[src/rtl/nibble_pkg.sv]
// Shared definitions for the nibble link (serializer and deserializer sides).
package nibble_pkg;

   localparam int NIB_W  = 4;
   localparam int BYTE_W = 8;

   // IDLE: waiting for the first nibble of a byte; HALF: one nibble held
   typedef enum logic {
      IDLE = 1'b0,
      HALF = 1'b1
   } state_t;

endpackage : nibble_pkg

[src/rtl/nibble_sync_fifo.sv]
// Single-clock byte FIFO used as the output buffer of the nibble deserializer.
// The head entry is driven straight from the storage flops, so a pushed byte
// becomes visible the cycle after the push. There is no push-to-output bypass.
// Push and pop in the same cycle are allowed, including when the FIFO is full.
module nibble_sync_fifo #(
   parameter int WIDTH = 8,
   parameter int DEPTH = 4
) (
   input  logic             clk,
   input  logic             rst,
   input  logic             push,
   input  logic [WIDTH-1:0] din,
   output logic             full,
   input  logic             pop,
   output logic [WIDTH-1:0] dout,
   output logic             empty
);

   localparam int AW = (DEPTH > 1) ? $clog2(DEPTH) : 1;
   localparam logic [AW:0] FULL_CNT = (AW+1)'(DEPTH);

   logic [WIDTH-1:0] mem [DEPTH];
   logic [AW-1:0]    wr_ptr_reg;
   logic [AW-1:0]    rd_ptr_reg;
   logic [AW:0]      count_reg;
   logic             do_push;
   logic             do_pop;

   // A pop on an empty FIFO is ignored. A push is accepted when there is
   // space, or when a pop in the same cycle frees a slot.
   assign do_pop  = pop && (count_reg != '0);
   assign do_push = push && ((count_reg != FULL_CNT) || do_pop);

   assign full  = (count_reg == FULL_CNT);
   assign empty = (count_reg == '0);
   assign dout  = mem[rd_ptr_reg];

   // Storage write. Contents need no reset because count gates visibility.
   always_ff @(posedge clk) begin
      if (do_push) begin
         mem[wr_ptr_reg] <= din;
      end
   end

   // Pointer and occupancy bookkeeping. DEPTH is a power of two, so the pointers wrap naturally.
   always_ff @(posedge clk) begin
      if (rst) begin
         wr_ptr_reg <= '0;
         rd_ptr_reg <= '0;
         count_reg  <= '0;
      end else begin
         if (do_push) begin
            wr_ptr_reg <= wr_ptr_reg + 1'b1;
         end
         if (do_pop) begin
            rd_ptr_reg <= rd_ptr_reg + 1'b1;
         end
         case ({do_push, do_pop})
            2'b10:   count_reg <= count_reg + (AW+1)'(1);
            2'b01:   count_reg <= count_reg - (AW+1)'(1);
            default: count_reg <= count_reg;
         endcase
      end
   end

endmodule : nibble_sync_fifo

[src/rtl/nibble_deserializer.sv]
// Nibble-to-byte deserializer. It pairs consecutive nibbles into bytes and
// buffers them in a small FIFO behind a valid/ready byte interface.
// Optional feature macro: NIBBLE_DESER_CNT_EN adds the CNT_W parameter and the
// byte_count port. byte_count counts every byte pushed into the FIFO.
module nibble_deserializer
   import nibble_pkg::*;
#(
   parameter int FIFO_DEPTH = 4
`ifdef NIBBLE_DESER_CNT_EN
   ,
   parameter int CNT_W      = 16
`endif
) (
   input  logic              clk,
   input  logic              rst,
   input  logic [NIB_W-1:0]  nib_in,
   input  logic              nib_valid,
   output logic              nib_ready,
   input  logic              swap_en,
   input  logic              flush,
   output logic [BYTE_W-1:0] byte_out,
   output logic              byte_valid,
   input  logic              byte_ready,
`ifdef NIBBLE_DESER_CNT_EN
   output logic [CNT_W-1:0]  byte_count,
`endif
   output logic              frag_err
);

   state_t             state_reg;
   logic [NIB_W-1:0]   hold_reg;
   logic               swap_reg;
   logic               frag_err_reg;

   logic               nib_fire;
   logic               fifo_push;
   logic               fifo_full;
   logic               fifo_empty;
   logic [BYTE_W-1:0]  byte_next;

   // Nibble acceptance. The first nibble is always accepted. The second nibble
   // is accepted only when the FIFO can take the byte, which includes the case
   // where the consumer frees a slot in the same cycle. Reset and flush block
   // all transfers.
   always_comb begin
      nib_ready = 1'b0;
      if (!rst && !flush) begin
         if (state_reg == IDLE) begin
            nib_ready = 1'b1;
         end else begin
            nib_ready = !fifo_full || byte_ready;
         end
      end
   end

   assign nib_fire  = nib_valid && nib_ready;
   assign fifo_push = nib_fire && (state_reg == HALF);

   // The latched swap value picks the nibble order. The live swap_en value is ignored here.
   assign byte_next = swap_reg ? {nib_in, hold_reg} : {hold_reg, nib_in};

   // Pairing FSM with the held nibble, the latched order, and the fragment-error pulse.
   always_ff @(posedge clk) begin
      if (rst) begin
         state_reg    <= IDLE;
         hold_reg     <= '0;
         swap_reg     <= 1'b0;
         frag_err_reg <= 1'b0;
      end else begin
         frag_err_reg <= flush && (state_reg == HALF);
         case (state_reg)
            IDLE: begin
               if (nib_fire) begin
                  hold_reg  <= nib_in;
                  swap_reg  <= swap_en;
                  state_reg <= HALF;
               end
            end
            HALF: begin
               if (flush || nib_fire) begin
                  state_reg <= IDLE;
               end
            end
            default: state_reg <= IDLE;
         endcase
      end
   end

   assign frag_err = frag_err_reg;

   nibble_sync_fifo #(
      .WIDTH (BYTE_W),
      .DEPTH (FIFO_DEPTH)
   ) u_fifo (
      .clk   (clk),
      .rst   (rst),
      .push  (fifo_push),
      .din   (byte_next),
      .full  (fifo_full),
      .pop   (byte_ready),
      .dout  (byte_out),
      .empty (fifo_empty)
   );

   assign byte_valid = !fifo_empty;

`ifdef NIBBLE_DESER_CNT_EN
   logic [CNT_W-1:0] count_reg;

   // Count of pushed bytes. It wraps at 2^CNT_W, and a flushed fragment never reaches the push.
   always_ff @(posedge clk) begin
      if (rst) begin
         count_reg <= '0;
      end else if (fifo_push) begin
         count_reg <= count_reg + 1'b1;
      end
   end

   assign byte_count = count_reg;
`endif

endmodule : nibble_deserializer

[config.mk]
export PLATFORM = sky130hd
export DESIGN_NAME = nibble_deserializer
export DESIGN_NICKNAME = d
export VERILOG_FILES = /design/src/rtl/nibble_pkg.sv /design/src/rtl/nibble_sync_fifo.sv /design/src/rtl/nibble_deserializer.sv
export SDC_FILE = /design/constraint.sdc
export NUM_CORES = 1
export LEC_CHECK = 0
export BUFFER_PORTS_ARGS = -buffer_cell sky130_fd_sc_hd__buf_4
export CAP_MARGIN = 20
export CORE_MARGIN = 5
export CORE_UTILIZATION = 55
export DETAILED_ROUTE_END_ITERATION = 16
export GPL_TIMING_DRIVEN = 0
export PLACE_DENSITY = 0.76
export SLEW_MARGIN = 40
export SYNTH_ARGS = -nofsm -noshare
export SYNTH_HDL_FRONTEND = slang
export SYNTH_HIERARCHICAL = 1
export SYNTH_SLANG_ARGS = --single-unit
[constraint.sdc]
create_clock -name clk -period 7 [get_ports clk]
set_input_delay 1.75 -clock clk [delete_from_list [all_inputs] [get_ports clk]]
set_output_delay 1.75 -clock clk [all_outputs]
set_load 0.05 [all_outputs]
==> impl_metrics.py, run 1 <==
metrics = {
    "outcome": {
        "status": "completed",
    },
    "final_layout": {
        "final-seq-area_um2": 1280,
        "drive_gt1_share_pct": 27.5,
        "finalNonFillerCells": 215,
        "antenna_cell_count": 0,
        "final_nets": 182,
        "fillers": 297,
        "multi_input_area_um2": 734,
        "number_of_flip_flops_in_the_largest_register": 32,
        "syn_to_final_growth_pct": 15.3,
    },
    "cts": {
        "worstSkewPairLatency_ps": 300,
        "postCtsResizedCells": 0,
        "root_buffer": "clkbuf_8",
        "clkSlewWorstSetupHoldPaths_ps": 80,
        "clock_sinks": 48,
        "numCtsBuffers": 5,
        "cts_tree": "done",
        "postCtsHoldBufs": 0,
        "cts.path.max_buffers": 2,
        "cts_htree_levels": 2,
        "postCtsSetupRepairBufs": 0,
    },
    "placement": {
        "gp_congestion": 0.781,
        "numPortBuffers": 20,
        "post-dp-hpwl_um": 2410,
        "place_inst": 207,
    },
    "yosys": {
        "yosysSeqAreaShare_pct": 61.9,
        "syn_nets": 155,
        "flops_latches_synth": 48,
        "synthesis.yosys.warnings": 6,
        "netlist-cell-type-count": 31,
        "synth_cells": 139,
        "syn-cell-area_um2": 2070,
        "syn-mean-instance-area_um2": 14.9,
    },
    "power_and_ir_drop": {
        "powerDensity_nw_per_um2": 224,
        "internal-power_mw": 0.427,
        "combinationalPowerShare_pct": 6.7,
        "power_switching_mw": 0.108,
        "seq_power_share_pct": 57.5,
        "switching_share_pct": 20.3,
        "share_clk_of_total_power_pct": 35.8,
        "total_leakage_power_nw": 0.868,
        "worst_ir_drop_vdd_uv": 166,
    },
    "sta": {
        "fin_setup_tns_ps": 0,
        "timing.clock.skew_ps": 4.41,
        "clock.fmax_mhz": 228,
        "worstMarginPinSlew_ps": 497,
        "timing.final.max_slew_violations": 0,
        "maxSlewHeadroom_pct": 66.9,
        "final.period_utilization_pct": 62.7,
        "setup_repair_after_global_routing_missed_its_margin": "no",
        "finalSetupViolCount": 0,
        "layout_min_cycle_time_ps": 4390,
        "final_hold_viol_count": 0,
    },
    "die": {
        "fp.dieW_um": 71.4,
        "i_o_pins": 21,
        "initial_utilization_pct": 56.6,
        "placeableCoreArea_um2": 3660,
        "die_height_um": 71.4,
        "core.rowCount": 22,
        "die_area_um2": 5090,
    },
    "detailed_routing": {
        "wirelength_um": 3290,
        "drt_pass1_iterations": 4,
        "detailed_route_via_count": 1129,
        "drc_violations": 0,
        "detail_route.vias_per_cell": 5.25,
        "ant_nets": 0,
        "route.detailed.wl_per_inst_um": 15.3,
        "initialDrtViolationCount": 85,
    },
    "setup_path": {
        "cpLargestDelayFamily": "buffers and inverters",
        "cp_cell_sequence": "buf_4 > clkbuf_1 > nor2_1 > a21boi_1 > buf_4",
        "cp-start-kind": "primary input",
        "critPathCaptureType": "output pin",
        "critPathMaxFanout": 10,
        "critPathKind": "primary input to output pin",
        "cp_data_arrival_time_ps": 2640,
        "reg2reg_from": "u_fifo/count_reg[2]",
        "critical_path_required_ps": 5250,
        "crit_buf_inv": 3,
        "slowest_stage": "buf_4",
        "crit_path_from": "rst",
        "cpPeakStageDelay_ps": 210,
        "crit_top_cell": "buf_4",
    },
    "grt": {
        "grt_pass1_wl_um": 5570,
        "grt_pass1_vias": 1207,
        "number_of_antenna_violations_at_the_first_check_in_global_routing": 0,
        "grt_max_degree": 15,
        "overall_global_routing_usage_pct": 14.7,
        "grt_overflow_total": 0,
    },
    "run": {
        "max_cap_viol_count": 0,
    },
    "worst_hold_path": {
        "hold_start": "hold_reg[3]",
        "holdCritPathClass": "register to register",
    },
}
[synthesized netlist by cell type]
library cell	count	area [um2]
nor4_1	1	6.26
or3_1	1	6.26
nor2_1	9	33.8
edfxtp_1	32	961
or3_2	1	7.51
a21boi_1	1	7.51
o21ai_0	2	10.0
nor3_1	1	5.00
nand2b_1	12	75.1
clkbuf_1	2	7.51
a21oi_1	3	15.0
ha_1	5	62.6
o31ai_1	1	7.51
mux2_1	8	90.1
nor3b_4	1	18.8
o211a_1	1	10.0
inv_1	9	33.8
nor2b_1	1	6.26
mux2_4	1	15.0
nand2_1	3	11.3
buf_2	2	10.0
or2_1	1	6.26
nor3b_2	1	12.5
mux2i_1	6	60.1
buf_1	1	3.75
xor2_1	3	26.3
a21boi_2	1	11.3
and2_2	4	30.0
dfxtp_1	16	320
mux4_2	8	180
fa_1	1	20.0
[metal layers]
metal | share of wire [%] | GRT usage, % | wire (um) | vias up
met4 | 1.9 | 6.89 | 62 | 0
li1 | - | - | - | 553
met5 | 0 | 0 | 0 | -
met3 | 4.6 | 3.79 | 153 | 7
met1 | 42 | 17.0 | 1390 | 548
met2 | 51 | 25.3 | 1690 | 21
[tightest hold or removal path, stage by stage (launching register included)]
cell      delay, ps
dfxtp_1         330
nand2b_1         60
mux2i_1          60
[final timing paths]
check / to / slack (ps) / cells past startpoint
max: nib_ready / 2610 / 5
min reg2reg: hold_reg[3] / 490 / 2
max reg2reg: u_fifo/count_reg[2] / 4340 / 11
min: hold_reg[3] / 490 / 2
[cells by family (layout without fill, tap and decap cells)]
logic type / Yosys count / after routing / share of synthesized area, %
flops: 48 / 48 / 61.9
simple gates: 36 / 36 / 10.6
mux: 23 / 23 / 16.7
buf+inv: 14 / 42 / 2.66
compound gates: 9 / 9 / 2.96
fa+ha+maj: 6 / 6 / 3.99
xor+xnor: 3 / 3 / 1.27
[placed cells by master, fill, tap and decap left out, types with 2 or more instances in the layout]
master    count
mux4_2        8
mux2i_1       6
o21ai_0       2
ha_1          5
edfxtp_1     32
clkbuf_8      5
dfxtp_1      16
and2_2        4
buf_4        20
nand2_1       3
xor2_1        3
a21oi_1       3
nand2b_1     12
clkbuf_1      3
buf_2         2
mux2_1        8
inv_1         9
nor2_1        9
[area by class of cell]
type                       instances  area share [%]
tap                               48            2.51
timing repair buffer              20            6.29
sequential                        48            53.6
multi-input combinational         77            30.7
clock inverter                     2            1.47
buffer                             5           0.891
clock buffer                       6            3.04
inverter                           9            1.41
[metrics by stage]
step / instance area (um2) / util (%) / setup slack, ps / power [mW] / hold WS, ps
2_1_floorplan: 2070 / - / 2430 / 0.338 / 455
3_3_place_gp: 2280 / 62.3 / 2670 / 0.349 / 471
3_5_place_dp: 2280 / 62.3 / 2610 / 0.350 / 485
4_1_cts: 2390 / 65.2 / 2610 / 0.540 / 498
5_1_grt: 2390 / 65.2 / 2490 / 0.556 / 527
6_report: 2390 / 65.2 / 2610 / 0.535 / 493
[power by group through the flow]
stage	Combinational, mW	Sequential (mW)	Clock [mW]
after floorplan	0.0235	0.314	0
after global routing	0.0394	0.308	0.209
after global placement	0.0346	0.314	0
after detailed placement	0.0360	0.314	0
final	0.0360	0.308	0.192
after CTS	0.0362	0.308	0.196
Note: power is estimated with default switching activity, not from simulation.
==> run 2: changes to the inputs <==
CORE_UTILIZATION = 52   (was 55)
PLACE_DENSITY = 0.75   (was 0.76)
clock period = 4 ns   (was 7 ns; I/O delays follow)
==> impl_metrics.py, run 2 (same netlist as run 1, synthesis figures left out) <==
metrics = {
    "final_layout": {
        "finalNonFillerCells": 217,
        "final_nets": 182,
        "antenna_cell_count": 0,
        "most-common-layout-cells": "32 x edfxtp_1, 20 x buf_4, 16 x dfxtp_1, 12 x nand2b_1",
        "syn_to_final_growth_pct": 15.5,
        "final_core_util_pct": 60.6,
        "drive_gt1_share_pct": 27.5,
        "layout_commonest_cell": "edfxtp_1",
        "number_of_flip_flops_in_the_largest_register": 32,
    },
    "setup_path": {
        "cp_data_arrival_time_ps": 3200,
        "crit_path_from": "rst",
        "critPathCaptureType": "register",
        "critical_path_required_ps": 4230,
        "cp-start-kind": "primary input",
        "slowest_stage": "or3_2",
        "cp.depth": 11,
        "cpPeakStageDelay_ps": 410,
        "cpLargestDelayFamily": "simple AND/OR/NAND/NOR gates",
        "critPathMaxFanout": 10,
        "crit-reg2reg-capture": "u_fifo/count_reg[2]",
        "reg2reg_from": "u_fifo/count_reg[2]",
        "worst_r2r_path_depth": 11,
        "rrSetupSlack_ps": 1330,
        "cp_cell_sequence": "buf_4 > clkbuf_1 > nor4_1 > a21boi_2 > inv_1 > ha_1 > inv_1 > fa_1 > xor2_1 > or3_2 > a21oi_1",
        "critPathCapture": "u_fifo/count_reg[2]",
        "crit_buf_inv": 4,
        "critPathKind": "primary input to register",
        "crit_top_cell": "inv_1",
    },
    "detailed_routing": {
        "initialDrtViolationCount": 118,
        "detail_route.vias_per_cell": 5.19,
        "route.detailed.wl_per_inst_um": 15.6,
        "drt_pass1_iterations": 4,
        "drc_violations": 0,
        "wirelength_um": 3380,
        "ant_nets": 0,
        "detailed_route_via_count": 1127,
    },
    "placement": {
        "post-dp-hpwl_um": 2480,
        "detailedPlace.worstSlack_ps": 707,
        "place_inst": 209,
        "numPortBuffers": 20,
        "gp_congestion": 0.726,
    },
    "cts": {
        "clkSlewWorstSetupHoldPaths_ps": 80,
        "postCtsSetupRepairBufs": 0,
        "postCtsHoldBufs": 0,
        "postCtsResizedCells": 0,
        "root_buffer": "clkbuf_8",
        "cts_htree_levels": 2,
        "cts_tree": "done",
        "numCtsBuffers": 5,
        "worstSkewPairLatency_ps": 290,
        "cts.path.max_buffers": 2,
        "clock_sinks": 48,
    },
    "sta": {
        "timing.clock.skew_ps": 4.93,
        "fin_setup_tns_ps": 0,
        "maxSlewHeadroom_pct": 64.9,
        "final_hold_viol_count": 0,
        "layout_min_cycle_time_ps": 2970,
        "final.period_utilization_pct": 74.3,
        "worst_slack_ps": 1030,
        "clock.fmax_mhz": 336,
        "setup_repair_after_global_routing_missed_its_margin": "no",
        "worstMarginPinSlew_ps": 527,
        "finalSetupViolCount": 0,
        "timing.final.max_slew_violations": 0,
    },
    "grt": {
        "overall_global_routing_usage_pct": 14.6,
        "number_of_antenna_violations_at_the_first_check_in_global_routing": 0,
        "grt_pass1_vias": 1211,
        "grt_max_degree": 15,
        "grt_pass1_wl_um": 5740,
        "grt_overflow_total": 0,
    },
    "power_and_ir_drop": {
        "powerDensity_nw_per_um2": 392,
        "total_leakage_power_nw": 0.868,
        "worst_ir_drop_vdd_uv": 273,
        "post-layout-total-power_mw": 0.936,
    },
    "outcome": {
        "status": "completed",
    },
    "worst_hold_path": {
        "hold_start": "hold_reg[1]",
        "holdPathStages": 2,
        "holdCritPathClass": "register to register",
    },
    "die": {
        "fp.dieW_um": 73.1,
        "i_o_pins": 21,
        "placeableCoreArea_um2": 3940,
        "core.rowCount": 23,
        "die_height_um": 73.1,
        "die_area_um2": 5340,
        "initial_utilization_pct": 52.5,
    },
    "run": {
        "max_cap_viol_count": 0,
    },
}
==> run 2: per-layer routing <==
metal	GRT usage (%)	wire length (um)	vias up
met2	24.7	1760	24
met3	4.55	161	5
li1	-	-	549
met1	17.3	1410	549
met4	5.53	51	0
met5	0	0	-
==> run 2: worst min-delay path by stage <==
stage                             end  slack (ps)
after floorplan           hold_reg[0]         460
after global placement    hold_reg[0]         470
after detailed placement  hold_reg[1]         490
after CTS                 hold_reg[1]         500
after global routing      hold_reg[0]         520
final                     hold_reg[1]         500
==> run 2: worst min-delay path: cells and delay by family, from the launching register on <==
kind / cells / cell delay, ps
multiplexers: 1 / 60
AND/OR/NAND/NOR: 1 / 70
flip-flops: 1 / 320
==> run 2: power by group <==
part           total [mW]  switching [mW]  internal, mW  leakage, nW
sequential          0.539         0.00366         0.535        0.419
clock               0.335           0.149         0.185       0.0552
combinational      0.0629          0.0361        0.0268        0.394
==> run 2: layout make-up <==
cell class | instances | area, um2
Buffer | 5 | 21.3
Fill cell | 299 | 1550
Clock inverter | 2 | 35.0
Tap cell | 50 | 62.6
Multi-Input combinational cell | 77 | 734
Inverter | 9 | 33.8
Timing Repair Buffer | 20 | 150
Clock buffer | 6 | 72.6
Sequential cell | 48 | 1280
==> run 2: through the flow <==
step / hold WS, ps / area, um2
after floorplan: 455 / 2070
after global placement: 468 / 2280
after detailed placement: 487 / 2280
after CTS: 499 / 2390
after global routing: 519 / 2390
final: 496 / 2390
